==> src/rtl/lsu_pkg.sv <==
// Shared definitions for the MEM-stage load/store unit: funct3 codes, FSM states,
// the registered data-bus request payload and the funct3 legality check.
package lsu_pkg;

  localparam int unsigned XLEN = 32;
  localparam int unsigned BE_W = XLEN / 8;

  localparam logic [2:0] F3_B  = 3'b000;
  localparam logic [2:0] F3_H  = 3'b001;
  localparam logic [2:0] F3_W  = 3'b010;
  localparam logic [2:0] F3_BU = 3'b100;
  localparam logic [2:0] F3_HU = 3'b101;

  typedef enum logic [1:0] {
    ST_IDLE = 2'd0,
    ST_REQ  = 2'd1,
    ST_WAIT = 2'd2,
    ST_DONE = 2'd3
  } lsu_state_t;

  typedef struct packed {
    logic            we;
    logic [XLEN-1:0] addr;
    logic [XLEN-1:0] wdata;
    logic [BE_W-1:0] be;
  } dmem_req_t;

  // Unsigned variants exist only for loads.
  function automatic logic f3_legal(input logic [2:0] f3, input logic is_store);
    case (f3)
      F3_B, F3_H, F3_W: f3_legal = 1'b1;
      F3_BU, F3_HU:     f3_legal = !is_store;
      default:          f3_legal = 1'b0;
    endcase
  endfunction

endpackage

==> src/rtl/lsu_align.sv <==
// Combinational lane logic: store byte enables, store-data replication,
// alignment check, and load lane extraction with sign/zero extension.
module lsu_align
  import lsu_pkg::*;
(
  input  logic [1:0]      i_addr_lo,
  input  logic [1:0]      i_size,
  input  logic [XLEN-1:0] i_wdata,
  input  logic [1:0]      i_ld_addr_lo,
  input  logic [2:0]      i_ld_funct3,
  input  logic [XLEN-1:0] i_rdata,
  output logic [BE_W-1:0] o_be_c,
  output logic [XLEN-1:0] o_wdata_c,
  output logic            o_misaligned_c,
  output logic [XLEN-1:0] o_load_c
);

  logic [7:0]  w_byte;
  logic [15:0] w_half;

  always_comb begin
    o_be_c         = '0;
    o_wdata_c      = i_wdata;
    o_misaligned_c = 1'b0;
    case (i_size)
      2'b00: begin
        o_be_c    = BE_W'(4'b0001 << i_addr_lo);
        o_wdata_c = {4{i_wdata[7:0]}};
      end
      2'b01: begin
        o_be_c         = BE_W'(4'b0011 << {i_addr_lo[1], 1'b0});
        o_wdata_c      = {2{i_wdata[15:0]}};
        o_misaligned_c = i_addr_lo[0];
      end
      2'b10: begin
        o_be_c         = '1;
        o_misaligned_c = |i_addr_lo;
      end
      default: ;
    endcase
  end

  always_comb begin
    w_byte = i_rdata[7:0];
    case (i_ld_addr_lo)
      2'd0:    w_byte = i_rdata[7:0];
      2'd1:    w_byte = i_rdata[15:8];
      2'd2:    w_byte = i_rdata[23:16];
      default: w_byte = i_rdata[31:24];
    endcase
    w_half = i_ld_addr_lo[1] ? i_rdata[31:16] : i_rdata[15:0];
  end

  always_comb begin
    o_load_c = i_rdata;
    case (i_ld_funct3)
      F3_B:    o_load_c = {{24{w_byte[7]}}, w_byte};
      F3_BU:   o_load_c = {24'b0, w_byte};
      F3_H:    o_load_c = {{16{w_half[15]}}, w_half};
      F3_HU:   o_load_c = {16'b0, w_half};
      default: o_load_c = i_rdata;
    endcase
  end

endmodule

==> src/rtl/load_store_unit.sv <==
// MEM-stage load/store engine: accepts one EX/MEM access in IDLE, runs it on the
// req/gnt/rvalid data bus, stalls the pipeline meanwhile, and aborts on timeout.
module load_store_unit
  import lsu_pkg::*;
#(
  parameter int unsigned TIMEOUT_CYCLES = 255
) (
  input  logic        clock,
  input  logic        reset,
  input  logic [31:0] in_alu_result,
  input  logic [31:0] in_write_data_mem,
  input  logic [2:0]  in_funct3,
  input  logic        in_memread,
  input  logic        in_memwrite,
  output logic        dmem_req,
  output logic        dmem_we,
  output logic [31:0] dmem_addr,
  output logic [31:0] dmem_wdata,
  output logic [3:0]  dmem_be,
  input  logic        dmem_gnt,
  input  logic        dmem_rvalid,
  input  logic [31:0] dmem_rdata,
  output logic [31:0] out_load_data,
  output logic        out_stall,
  output logic        out_mem_fault
);

  localparam int unsigned TMO_W = $clog2(TIMEOUT_CYCLES + 1);

  lsu_state_t      r_state, w_state_nxt;
  logic            r_req, w_req_nxt;
  dmem_req_t       r_bus, w_bus_nxt;
  logic [1:0]      r_ld_lo, w_ld_lo_nxt;
  logic [2:0]      r_ld_f3, w_ld_f3_nxt;
  logic            r_is_load, w_is_load_nxt;
  logic [XLEN-1:0] r_load_data, w_load_nxt;
  logic            r_fault, w_fault_nxt;
  logic [TMO_W-1:0] r_tmo, w_tmo_nxt;

  logic [BE_W-1:0] w_be;
  logic [XLEN-1:0] w_wdata;
  logic [XLEN-1:0] w_load;
  logic            w_misaligned;
  logic            w_access;
  logic            w_illegal;
  logic            w_tmo_hit;

  lsu_align u_align (
    .i_addr_lo      (in_alu_result[1:0]),
    .i_size         (in_funct3[1:0]),
    .i_wdata        (in_write_data_mem),
    .i_ld_addr_lo   (r_ld_lo),
    .i_ld_funct3    (r_ld_f3),
    .i_rdata        (dmem_rdata),
    .o_be_c         (w_be),
    .o_wdata_c      (w_wdata),
    .o_misaligned_c (w_misaligned),
    .o_load_c       (w_load)
  );

  assign w_access  = in_memread || in_memwrite;
  assign w_illegal = (in_memread && in_memwrite) || !f3_legal(in_funct3, in_memwrite);
  assign w_tmo_hit = (r_tmo == TMO_W'(TIMEOUT_CYCLES - 1));

  // Next-state, next-register values and the combinational stall.
  always_comb begin
    w_state_nxt   = r_state;
    w_req_nxt     = r_req;
    w_bus_nxt     = r_bus;
    w_ld_lo_nxt   = r_ld_lo;
    w_ld_f3_nxt   = r_ld_f3;
    w_is_load_nxt = r_is_load;
    w_load_nxt    = r_load_data;
    w_fault_nxt   = 1'b0;
    w_tmo_nxt     = r_tmo;
    out_stall     = 1'b0;
    case (r_state)
      ST_IDLE: begin
        if (w_access) begin
          if (w_illegal || w_misaligned) begin
            w_fault_nxt = 1'b1;
          end else begin
            out_stall       = 1'b1;
            w_req_nxt       = 1'b1;
            w_bus_nxt.we    = in_memwrite;
            w_bus_nxt.addr  = {in_alu_result[31:2], 2'b00};
            w_bus_nxt.wdata = w_wdata;
            w_bus_nxt.be    = w_be;
            w_ld_lo_nxt     = in_alu_result[1:0];
            w_ld_f3_nxt     = in_funct3;
            w_is_load_nxt   = in_memread;
            w_tmo_nxt       = '0;
            w_state_nxt     = ST_REQ;
          end
        end
      end
      ST_REQ: begin
        out_stall = 1'b1;
        w_tmo_nxt = r_tmo + TMO_W'(1);
        if (dmem_gnt && dmem_rvalid) begin
          w_req_nxt   = 1'b0;
          w_state_nxt = ST_DONE;
          if (r_is_load) w_load_nxt = w_load;
        end else if (w_tmo_hit) begin
          w_req_nxt   = 1'b0;
          w_fault_nxt = 1'b1;
          w_state_nxt = ST_IDLE;
        end else if (dmem_gnt) begin
          w_req_nxt   = 1'b0;
          w_state_nxt = ST_WAIT;
        end
      end
      ST_WAIT: begin
        out_stall = 1'b1;
        w_tmo_nxt = r_tmo + TMO_W'(1);
        if (dmem_rvalid) begin
          w_state_nxt = ST_DONE;
          if (r_is_load) w_load_nxt = w_load;
        end else if (w_tmo_hit) begin
          w_fault_nxt = 1'b1;
          w_state_nxt = ST_IDLE;
        end
      end
      ST_DONE: w_state_nxt = ST_IDLE;
      default: w_state_nxt = ST_IDLE;
    endcase
  end

  always_ff @(posedge clock or posedge reset) begin
    if (reset) begin
      r_state     <= ST_IDLE;
      r_req       <= 1'b0;
      r_bus       <= '0;
      r_ld_lo     <= '0;
      r_ld_f3     <= '0;
      r_is_load   <= 1'b0;
      r_load_data <= '0;
      r_fault     <= 1'b0;
      r_tmo       <= '0;
    end else begin
      r_state     <= w_state_nxt;
      r_req       <= w_req_nxt;
      r_bus       <= w_bus_nxt;
      r_ld_lo     <= w_ld_lo_nxt;
      r_ld_f3     <= w_ld_f3_nxt;
      r_is_load   <= w_is_load_nxt;
      r_load_data <= w_load_nxt;
      r_fault     <= w_fault_nxt;
      r_tmo       <= w_tmo_nxt;
    end
  end

  assign dmem_req      = r_req;
  assign dmem_we       = r_bus.we;
  assign dmem_addr     = r_bus.addr;
  assign dmem_wdata    = r_bus.wdata;
  assign dmem_be       = r_bus.be;
  assign out_load_data = r_load_data;
  assign out_mem_fault = r_fault;

endmodule

==> config.mk <==
export PLATFORM = sky130hd
export DESIGN_NAME = load_store_unit
export DESIGN_NICKNAME = d
export VERILOG_FILES = /design/src/rtl/lsu_pkg.sv /design/src/rtl/lsu_align.sv /design/src/rtl/load_store_unit.sv
export SDC_FILE = /design/constraint.sdc
export NUM_CORES = 1
export LEC_CHECK = 0
export ABC_AREA = 1
export BUFFER_PORTS_ARGS = -buffer_cell sky130_fd_sc_hd__buf_4
export CAP_MARGIN = 20
export CORE_MARGIN = 2
export CORE_UTILIZATION = 51
export CTS_CLUSTER_SIZE = 24
export DETAILED_ROUTE_END_ITERATION = 10
export GPL_TIMING_DRIVEN = 0
export PLACE_DENSITY = 0.79
export SLEW_MARGIN = 20
export SYNTH_ARGS = -nofsm -noshare
export SYNTH_HDL_FRONTEND = slang
export SYNTH_SLANG_ARGS = --single-unit
==> constraint.sdc <==
create_clock -name clock -period 4.7 [get_ports clock]
set_input_delay 0.94 -clock clock [delete_from_list [all_inputs] [get_ports clock]]
set_output_delay 0.94 -clock clock [all_outputs]
set_load 0.01 [all_outputs]
==> flow_results.org <==
** Route
- Detailed routing placed a total of 8436 um of wire on met2.
- Top sig layer :: met4
- Total number of vias :: 6026
- For this run, the detailed router's first-pass iteration total came to 6.
- The routed design has 17420 um of wire.
- After detailed routing, the wire length on met1 is 7090 um.
- After detailed routing, the number of remaining DRC violations is 0.
- Dividing the detail-routed wire length by the instance count gives approximately 15 um.
- Detailed routing placed a total of 1324 um of wire on met3.
- Vias per std cell :: approximately 5.1
- The detailed router finished its first iteration with 530 violations.
- The count of nets left with antenna violations once routing finished came out at 0.

** Yosys
- Fraction of the mapped netlist area in compound gates :: 0.1060
- Netlist area before placement :: 5998 sq um
- Fraction of registers with async set or reset after synthesis :: 1.000
- Counting distinct cell types in the post-synthesis netlist gives 32.
- In the synthesized netlist the dominant register cell turns out to be dfrtp_1.
- Largest cells by area after synthesis :: dfrtp_1 49%, nand2_1 20%, a21oi_1 4.8%
- Proportion of synthesized area in mux cells :: 0
- Number of flops mapped to enable cells by yosys :: 0
- Of the total synthesized cell area, the portion taken by XOR and XNOR cells is 0.002920.
- Gate count of the mapped netlist :: 790
- Dominant combinational cell family by area after synthesis :: simple AND/OR/NAND/NOR gates
- Number of warnings printed during yosys synthesis :: 0
- Share of synthesized cell area in full adder, half adder and majority cells :: 0.02086
- Of the total synthesized cell area, the portion taken by AND, OR, NAND and NOR gates is 0.3029.
- Most area-hungry cell type in the Yosys netlist :: dfrtp_1
- Counting flops and latches in the post-synthesis netlist gives 117.
- Most common library cells after synthesis :: 312 x nand2_1, 117 x dfrtp_1, 61 x inv_1
- Share of the synthesized area in the top cell type :: 0.4881
- Each instance of the synthesized netlist takes up on average roughly 7.6 sq um.
- Sequential cell area fraction in the yosys report :: 0.4881
- The most common cell in the synthesized netlist is nand2_1.

** Timing
- Final count of negative-setup-slack endpoints :: 0
- Fin. Hold Viols :: 0
- Share of the clock period used by the worst path after layout :: 0.7329
- RSZ-0062 raised after global routing :: false
- Slack of the critical path :: 1.256 ns
- Measured against its own limit, the worst slew margin works out to 0.6254.
- Max Clock Freq :: 0.2903 GHz
- Final slew viol count :: 0
- The worst path needs 3.444 ns of the cycle, external delays included.
- Sum of negative setup slack :: 0 ns
- Across all hold checks on the routed design, the worst slack comes to 0.4756 ns.
- At the pin with the least slew margin, the transition time is 0.5619 ns.
- The clock arrives with 0.004748 ns of skew.

** Critical path
- Critical-path maximum fanout :: 10
- The worst register-to-register path has a depth of 11.
- The worst register-to-register path begins at r_state[1].
- Setup Crit Path Kind :: in2out
- Minimum setup slack among reg-to-reg paths :: ~2.8 ns
- Data arrival, critical path :: 2.50 ns
- Worst reg2reg path endpoint :: out_load_data[8]
- Required time at the endpoint of the critical path :: about 3.8 ns
- STA classifies the critical path startpoint as an input port.
- Crit path capture type :: output port

** Clock tree
- Clock Latency Late Sink :: 0.41 ns
- The number of gates resized after CTS was 0.
- TritonCTS built the clock tree.
- The number of hold buffers added after CTS was 0.
- CTS Buffer Depth :: 2
- The tree is rooted in a clkbuf_16.
- Number of clock buffers inserted by TritonCTS :: 17
- Clock-pin slew reported for the worst setup and hold paths after clock tree synthesis :: 0.05 ns
- The clock drives ~120 sinks.
- Post-CTS timing repair inserted 0 buffers for setup.
- The H-tree was split into 4 levels.

** Placed design
- Buffers placed on the I/O ports in this run total between 200 and 250.
- Prior to clock tree synthesis, the placed netlist has a worst setup slack of 1.292 ns.
- The congestion estimate from routability-driven global placement came to 0.9430.
- Detailed-placement wirelength estimate :: 12830 um
- Summing all placed instances gives a cell area of 7760 sq um.

** Final layout
- The number of antenna diodes in the final layout is 0.
- Net count reported at finish :: 1132
- In the final layout, the share of cells above drive strength 1 is 0.2748.
- Layout overhead on the synthesized area :: 39.40%
- Core occupancy in the finished layout :: 0.7292
- Final non-filler cell area :: 8362 sq um

** Power and ir drop
- For this design the static power due to leakage is roughly 0.0046 uW.
- Power spent charging and discharging nets :: between 2000 and 2500 uW
- Switching Share :: 0.3730
- The share of total power dissipated in combinational logic is 0.432.
- Of the total power, the clock network draws 0.243.
- Power spread over the standard cell area amounts to 645.0 nW/um^2.
- The share of total power dissipated in sequential elements is 0.324.
- Largest vdd supply drop :: 0.0005019 V
- Cell internal power was estimated by the tool at 3381 uW.

** Die
- Initial cell density of the core :: 0.5231
- The die is around 110 um wide.
- Die extent in y :: between 100 and 150 um
- Placeable Area :: 11470 sq um
- Die ar. :: ~13000 sq um
- Row generation in the floorplan step produced 39 rows.
- In this run the count of I/O pins placed on the die edge is about 210.

** Worst hold path
- The startpoint identified for the worst hold timing path is dmem_addr[10].
- For hold timing, the worst endpoint is dmem_addr[10].
- Hold Path Class :: reg2reg
- The worst hold path passes through 2 cells.

** GRT
- Remaining Overflow, GRT :: 0
- Entering global routing, the biggest net connects 61 pins.
- Overall routing resource usage :: 0.2836
- First-pass GRT wire length :: 28480 um
- The via count of the first global-routing pass is ~5800.
- The initial antenna violation count came to 0.

** Run status
- The flow ran to the end, and the final reports show no timing, DRC or antenna violations.

** Job
- Max-cap violations in this run came to 0.
[through the flow]
step	cells	total power [uW]
floorplan	791	2989
global placement	1140	4001
detailed placement	1141	4071
CTS	1173	5412
global route	1173	5758
finish	1173	5393
[flip-flops by register name, indices dropped and copies added (netlist names)]
signal	count
dmem_wdata	32
out_load_data	32
dmem_addr	30
r_tmo	8
dmem_be	4
r_ld_f3	3
r_ld_lo	2
r_state	2
dmem_req	1
dmem_we	1
out_mem_fault	1
r_is_load	1
[critical path, stage by stage]
cell     delay [ns]
buf_4          0.09
inv_1          0.06
ha_1           0.22
nor2_2         0.27
nand2_1        0.10
nand2_1        0.08
inv_2          0.05
nand4_2        0.11
buf_6          0.19
buf_6          0.15
a21oi_1        0.08
buf_4          0.15
[power groups by stage]
stage	sequential [uW]	clock, uW	combinational [uW]
6_report	1750	1310	2330
5_1_grt	1800	1380	2570
4_1_cts	1740	1330	2340
3_5_place_dp	1750	0	2320
3_3_place_gp	1740	0	2260
2_1_floorplan	1910	0	1080
[cell usage in the layout, fill, tap and decap left out]
| master | netlist | routed |
|---|---|---|
| inv_1 | 61 | 60 |
| nand4_2 | 1 | 1 |
| nor3_1 | 1 | 1 |
| nand2_1 | 312 | 312 |
| nor2_2 | 3 | 3 |
| inv_6 | 0 | 1 |
| nand3_2 | 1 | 1 |
| o21bai_1 | 1 | 1 |
| dfrtp_1 | 117 | 117 |
| buf_4 | 5 | 211 |
| clkbuf_2 | 2 | 2 |
| or2_1 | 16 | 16 |
| xor2_1 | 1 | 1 |
| inv_2 | 4 | 4 |
| buf_2 | 15 | 15 |
| buf_16 | 0 | 1 |
| clkbuf_8 | 0 | 3 |
| clkinv_1 | 1 | 1 |
| xnor2_1 | 1 | 1 |
| clkbuf_16 | 0 | 17 |
| nand3_1 | 57 | 57 |
| a21oi_1 | 58 | 58 |
| clkinvlp_4 | 0 | 1 |
| nand2_2 | 2 | 2 |
| o21ai_0 | 24 | 24 |
| o22ai_1 | 2 | 2 |
| clkinv_2 | 0 | 6 |
| o211ai_1 | 6 | 6 |
| bufinv_16 | 0 | 3 |
| or2_2 | 4 | 4 |
| ha_1 | 10 | 10 |
| o21ai_1 | 32 | 32 |
| conb_1 | 1 | 2 |
| nor2_1 | 27 | 27 |
| nor2_4 | 2 | 2 |
| nand3b_1 | 2 | 2 |
| or2_0 | 6 | 6 |
| clkbuf_1 | 9 | 11 |
| buf_6 | 6 | 6 |
[worst max path at each step]
| stage | slack, ns | start | to |
|---|---|---|---|
| 2_1_floorplan | 0.66 | reset | dmem_addr[10] |
| 3_3_place_gp | -0.70 | reset | dmem_wdata[31] |
| 3_5_place_dp | 1.29 | in_funct3[1] | out_stall |
| 4_1_cts | 1.28 | in_funct3[1] | out_stall |
| 5_1_grt | 1.09 | in_funct3[1] | out_stall |
| 6_report | 1.26 | in_funct3[1] | out_stall |
[routing by layer]
| metal | vias up | global-route usage |
|---|---|---|
| li1 | 2960 | - |
| met1 | 2749 | 0.3666 |
| met2 | 263 | 0.4602 |
| met3 | 54 | 0.07019 |
| met4 | 0 | 0.1163 |
| met5 | - | 0 |
[layout make-up]
| type | count | area (sq um) |
|---|---|---|
| Fill cell | 947 | 3105 |
| Sequential cell | 117 | 2928 |
| Multi-Input combinational cell | 571 | 2603 |
| Timing Repair Buffer | 207 | 1574 |
| Clock buffer | 22 | 474.2 |
| Inverter | 66 | 252.7 |
| Buffer | 37 | 224.0 |
| Tap cell | 143 | 178.9 |
| Clock inverter | 10 | 127.6 |
[logic make-up after synthesis]
logic type               after synthesis
adder cells (fa/ha/maj)               10
XOR/XNOR                               2
AO/OA/AOI/OAI                        123
AND/OR/NAND/NOR                      434
flip-flops                           117
buffers and inverters                103
other                                  1
No activity file was read; power rests on OpenSTA's default activity.
